===== src/rtl/tri_vertex_fetch.sv =====
// Triangle vertex fetch: takes index triplets, reads three BRAM ports in parallel,
// and streams the assembled triangle downstream. Out-of-range triplets are dropped.
module tri_vertex_fetch #(
  parameter int DATAWIDTH    = 8,
  parameter int DEPTH        = 16,
  parameter int NUM_VERTICES = DEPTH,
  parameter int COUNT_WIDTH  = 16,
  localparam int IW          = $clog2(DEPTH)
) (
  input  logic                   clk,
  input  logic                   rst,
  input  logic                   in_valid,
  output logic                   in_ready,
  input  logic [IW-1:0]          in_idx_0,
  input  logic [IW-1:0]          in_idx_1,
  input  logic [IW-1:0]          in_idx_2,
  input  logic                   in_last,
  output logic                   read_en_port_0,
  output logic                   read_en_port_1,
  output logic                   read_en_port_2,
  output logic [IW-1:0]          addr_read_port_0,
  output logic [IW-1:0]          addr_read_port_1,
  output logic [IW-1:0]          addr_read_port_2,
  input  logic [DATAWIDTH-1:0]   read_data_port_0,
  input  logic [DATAWIDTH-1:0]   read_data_port_1,
  input  logic [DATAWIDTH-1:0]   read_data_port_2,
  input  logic                   read_dv_port_0,
  input  logic                   read_dv_port_1,
  input  logic                   read_dv_port_2,
  output logic                   out_valid,
  input  logic                   out_ready,
  output logic [DATAWIDTH-1:0]   out_vertex_0,
  output logic [DATAWIDTH-1:0]   out_vertex_1,
  output logic [DATAWIDTH-1:0]   out_vertex_2,
  output logic                   out_last,
  output logic                   done,
  output logic                   err_index,
  output logic [COUNT_WIDTH-1:0] tri_count,
  output logic [1:0]             dbg_state
);

  // Handshakes: a transfer happens on a rising clk edge where valid && ready are both high.
  // A producer holds valid and its payload stable until that edge; ready may toggle freely.

  typedef enum logic [1:0] {
    S_IDLE = 2'd0,
    S_READ = 2'd1,
    S_WAIT = 2'd2,
    S_OUT  = 2'd3
  } state_t;

  localparam logic [IW:0] NV_LIM = (IW+1)'(NUM_VERTICES);

  state_t                   state_q, state_d;
  logic [IW-1:0]            addr_q [3];
  logic [IW-1:0]            addr_d [3];
  logic [DATAWIDTH-1:0]     vtx_q  [3];
  logic [DATAWIDTH-1:0]     vtx_d  [3];
  logic [2:0]               got_q, got_d;
  logic                     rd_en_q, rd_en_d;
  logic                     last_q, last_d;
  logic                     out_valid_q, out_valid_d;
  logic                     out_last_q, out_last_d;
  logic                     done_q, done_d;
  logic                     err_q, err_d;
  logic [COUNT_WIDTH-1:0]   cnt_q, cnt_d;

  logic [IW-1:0]            idx_in  [3];
  logic [DATAWIDTH-1:0]     rd_data [3];
  logic                     rd_dv   [3];
  logic                     accept;
  logic                     idx_bad;

  assign idx_in[0]  = in_idx_0;
  assign idx_in[1]  = in_idx_1;
  assign idx_in[2]  = in_idx_2;
  assign rd_data[0] = read_data_port_0;
  assign rd_data[1] = read_data_port_1;
  assign rd_data[2] = read_data_port_2;
  assign rd_dv[0]   = read_dv_port_0;
  assign rd_dv[1]   = read_dv_port_1;
  assign rd_dv[2]   = read_dv_port_2;

  // in_ready is the only combinational output; it is forced low while reset is held.
  assign in_ready = (state_q == S_IDLE) && !rst;
  assign accept   = in_valid && in_ready;
  assign idx_bad  = ({1'b0, in_idx_0} >= NV_LIM) ||
                    ({1'b0, in_idx_1} >= NV_LIM) ||
                    ({1'b0, in_idx_2} >= NV_LIM);

  always_comb begin
    state_d     = state_q;
    addr_d      = addr_q;
    vtx_d       = vtx_q;
    got_d       = got_q;
    rd_en_d     = 1'b0;
    last_d      = last_q;
    out_valid_d = out_valid_q;
    out_last_d  = out_last_q;
    done_d      = 1'b0;
    err_d       = err_q;
    cnt_d       = cnt_q;

    // The batch count is shown for exactly the done cycle, then cleared.
    if (done_q) begin
      cnt_d = '0;
    end

    case (state_q)
      S_IDLE: begin
        if (accept) begin
          if (idx_bad) begin
            err_d  = 1'b1;
            done_d = in_last;
          end else begin
            for (int k = 0; k < 3; k++) begin
              addr_d[k] = idx_in[k];
            end
            last_d  = in_last;
            rd_en_d = 1'b1;
            got_d   = 3'b000;
            state_d = S_READ;
          end
        end
      end
      S_READ: begin
        state_d = S_WAIT;
      end
      S_WAIT: begin
        // Each port keeps the first word it returns; ports may finish on different cycles.
        for (int k = 0; k < 3; k++) begin
          if (rd_dv[k] && !got_q[k]) begin
            vtx_d[k] = rd_data[k];
            got_d[k] = 1'b1;
          end
        end
        if (&got_d) begin
          out_valid_d = 1'b1;
          out_last_d  = last_q;
          state_d     = S_OUT;
        end
      end
      S_OUT: begin
        if (out_ready) begin
          out_valid_d = 1'b0;
          out_last_d  = 1'b0;
          cnt_d       = cnt_q + COUNT_WIDTH'(1);
          done_d      = out_last_q;
          state_d     = S_IDLE;
        end
      end
      default: begin
        state_d = S_IDLE;
      end
    endcase
  end

  always_ff @(posedge clk or posedge rst) begin
    if (rst) begin
      state_q     <= S_IDLE;
      for (int k = 0; k < 3; k++) begin
        addr_q[k] <= '0;
        vtx_q[k]  <= '0;
      end
      got_q       <= 3'b000;
      rd_en_q     <= 1'b0;
      last_q      <= 1'b0;
      out_valid_q <= 1'b0;
      out_last_q  <= 1'b0;
      done_q      <= 1'b0;
      err_q       <= 1'b0;
      cnt_q       <= '0;
    end else begin
      state_q     <= state_d;
      for (int k = 0; k < 3; k++) begin
        addr_q[k] <= addr_d[k];
        vtx_q[k]  <= vtx_d[k];
      end
      got_q       <= got_d;
      rd_en_q     <= rd_en_d;
      last_q      <= last_d;
      out_valid_q <= out_valid_d;
      out_last_q  <= out_last_d;
      done_q      <= done_d;
      err_q       <= err_d;
      cnt_q       <= cnt_d;
    end
  end

  assign read_en_port_0   = rd_en_q;
  assign read_en_port_1   = rd_en_q;
  assign read_en_port_2   = rd_en_q;
  assign addr_read_port_0 = addr_q[0];
  assign addr_read_port_1 = addr_q[1];
  assign addr_read_port_2 = addr_q[2];
  assign out_valid        = out_valid_q;
  assign out_vertex_0     = vtx_q[0];
  assign out_vertex_1     = vtx_q[1];
  assign out_vertex_2     = vtx_q[2];
  assign out_last         = out_last_q;
  assign done             = done_q;
  assign err_index        = err_q;
  assign tri_count        = cnt_q;
  assign dbg_state        = state_q;

endmodule

===== config.mk =====
export PLATFORM = sky130hd
export DESIGN_NAME = tri_vertex_fetch
export DESIGN_NICKNAME = d
export VERILOG_FILES = /design/src/rtl/tri_vertex_fetch.sv
export SDC_FILE = /design/constraint.sdc
export NUM_CORES = 1
export LEC_CHECK = 0
export CAP_MARGIN = 20
export CORE_MARGIN = 1
export CORE_UTILIZATION = 39
export DETAILED_ROUTE_END_ITERATION = 8
export GPL_ROUTABILITY_DRIVEN = 0
export HOLD_SLACK_MARGIN = 0.05
export PLACE_DENSITY = 0.73
export SLEW_MARGIN = 25
export SYNTH_ARGS = -nofsm -noshare
export SYNTH_HDL_FRONTEND = slang
export SYNTH_SLANG_ARGS = --single-unit

===== constraint.sdc =====
create_clock -name clk -period 1.76 [get_ports clk]
set_input_delay 0.352 -clock clk [delete_from_list [all_inputs] [get_ports clk]]
set_output_delay 0.352 -clock clk [all_outputs]
set_load 0.05 [all_outputs]

==> reports/metrics.csv <==
metric;value;unit
wl_per_cell;14.1;um
synth_fp_nets;293;
yosysWarnings;0;
dieArea;7260;um2
num_antenna_cells;0;
clock_sinks;62;
io_pins;106;
period_needed;1.69;ns
layout.nets;423;
finalCritPeriodShare;0.963;
crit_required;1.41;ns
fillCellCount;556;
fp.dieH;85.2;um
seq_area;1570;um2
syn_area;2700;um2
critical_path_class;reg -> out;
ys_types;39;
synthTopCellsByArea;dfrtp_1 57%, mux2_2 10%, nand2_1 7.5%;
cts_inserted_buffers;9;
path_buf_inv;2;
area_growth;51.2;%
rows;29;
synth_top_area_share;0.574;
start_util;0.414;
setup_violations;0;
crit_slowest_cell;dfrtp_2;
multi_input_area;1120;um2
hold_buffers;0;
cp-startpoint;dbg_state[0]$_DFFE_PP0P_;
worstPathArrival;1.34;ns
maxCapViolations;0;
grt_pass1_wl;10.7;mm
regToRegStartpoint;dbg_state[1]$_DFFE_PP0P_;
cp_max_fo;4;
antenna_found_initial;0;
crit_chain;inv_2 > ha_4 > nor2b_4 > buf_12;
grt_overflow;0;
synth_seq_area_share;0.574;
stdcell_count;456;
drcViolationCount;2;
wl;6.41;mm
ant_nets;0;
total_power;0.00757;W
hold_path_class;reg -> reg;
yosys-top-cells-count;62 x dfrtp_1, 54 x nand2_1, 25 x mux2_2;
dp_cells;439;
synthCells;244;
dp_slack;-0.185;ns
via_count;2316;
cts_root_buffer;clkbuf_8;
cts_max_level;3;
holdWs;0.477;ns
synth-edff-count;0;
violations;DRC;
grt_usage;0.190;
critical_path.top_delay_family;flip-flops;
syn_avg_cell_area;11.1;um2
cts_buffer_depth;2;
detail_route.iter0.violations;63;
drive_gt1_frac;0.398;
synth_top_area_cell;dfrtp_1;
ir_drop;1050;uV
rsz0062_at_grt;no;
synth_most_common_cell;dfrtp_1;
ys_ff_latch;62;
clk_pin_slew_worst_paths;0.06;ns
finalClockSkew;0.00501;ns
start_kind;register;
status;finished with violations;
fin_setup_tns;0;ns
synth-main-ff-cell;dfrtp_1;
insertion_delay;0.33;ns
viasPerCell;5.08;
min_from;addr_read_port_0[1]$_DFFE_PP0P_;
cpPeakStageDelay;0.44;ns
grt_start_max_net_pins;44;
die_width;85.2;um
grt_pass1_vias;2422;
hold_viol;0;
hpwl;4.77;mm
async_flop_share;1.00;
timing.fmax;590;MHz
cts_tree;yes;
p_per_area;1850;nW/um2
setup_ws;0.0651;ns
drt_first_pass_iters;6;
portBuffers;104;
slew_violations;0;
end_kind;output pin;
p_leak;1.90;nW
core_area;6530;um2
==> where the power goes <==
group / internal [W] / total (W) / switching [W]
Sequential: 0.00198 / 0.00234 / 0.000356
Combinational: 0.00146 / 0.00416 / 0.00270
Clock: 0.000543 / 0.00107 / 0.000525
Total: 0.00399 / 0.00757 / 0.00358
==> layer usage <==
layer  share of wire  global-route usage  up-vias
met5               0                   0        -
met4           0.013              0.0801        0
met3           0.055              0.0457        6
met2            0.52               0.342       67
met1            0.41               0.214     1119
li1                -                   -     1124
==> cells in the final DEF, fill, tap and decap left out, types with 2 or more instances in the layout <==
cell / instances
buf_4: 83
nand2_1: 52
dfrtp_1: 50
clkdlybuf4s50_1: 43
mux2_2: 25
o21ai_0: 13
dfrtp_2: 12
a21oi_1: 11
clkbuf_8: 10
nor2_1: 8
nand3_1: 8
nand3b_1: 5
nand4_1: 5
o31ai_1: 3
clkinv_2: 3
buf_12: 3
nand2_2: 2
o22ai_1: 2
inv_2: 2
o2bb2ai_1: 2
a31oi_1: 2
and4_1: 2
o211ai_2: 2
and3_1: 2
o211ai_1: 2
clkinvlp_4: 2
ha_1: 2
ha_4: 2
clkbuf_1: 2
==> registers in the layout (all words and copies together), names as in the netlist <==
| register | cells |
|---|---|
| addr_read_port_0 | 4 |
| addr_read_port_1 | 4 |
| addr_read_port_2 | 4 |
| dbg_state | 2 |
| done | 1 |
| got_q | 3 |
| last_q | 1 |
| out_last | 1 |
| out_valid | 1 |
| out_vertex_0 | 8 |
| out_vertex_1 | 8 |
| out_vertex_2 | 8 |
| read_en_port_0 | 1 |
| tri_count | 16 |
==> path summary, 6_finish.rpt <==
path | to | slack (ns) | cells after the start
min | addr_read_port_0[1]$_DFFE_PP0P_ | 0.48 | 2
min reg2reg | addr_read_port_0[1]$_DFFE_PP0P_ | 0.48 | 2
max | in_ready | 0.07 | 4
min in group asynchronous | out_vertex_0[7]$_DFFE_PP0P_ | 0.54 | 4
max reg2reg | tri_count[11]$_DFF_PP0_ | 0.09 | 5
max in group asynchronous | tri_count[5]$_DFF_PP0_ | 0.99 | 4
==> cells by family after synthesis <==
kind of cell             after synthesis  share of synthesized area
AO/OA/AOI/OAI                         45                      0.112
adder cells (fa/ha/maj)                5                     0.0232
other                                  1                    0.00139
flip-flops                            62                      0.574
buffers and inverters                 14                     0.0255
multiplexers                          25                      0.104
AND/OR/NAND/NOR                       92                      0.160
==> stage by stage <==
stage          cell area [um2]   util
3_3_place_gp              3890  0.596
5_1_grt                   4080  0.625
3_5_place_dp              3890  0.596
6_report                  4080  0.625
2_1_floorplan             2750      -
4_1_cts                   4060  0.622
==> worst register-to-register path: stages (launching register included) <==
cell and delay [ns]:
dfrtp_2 0.42, ha_4 0.16, nand2_2 0.05, or4b_1 0.61
o211ai_2 0.22, o31ai_2 0.08
==> cell type report <==
| cell class | count | area share |
|---|---|---|
| Sequential cell | 62 | 0.384 |
| Multi-Input combinational cell | 168 | 0.275 |
| Timing Repair Buffer | 129 | 0.273 |
| Clock buffer | 12 | 0.0355 |
| Tap cell | 77 | 0.0236 |
| Clock inverter | 4 | 0.00551 |
| Inverter | 4 | 0.00460 |
==> repair_timing <==
item	in CTS	in global routing
setup buffers	0	1
gates resized for setup	1	3
pin swaps	0	0
setup endpoints to repair	1	2
(Power assumes the default switching activity.)
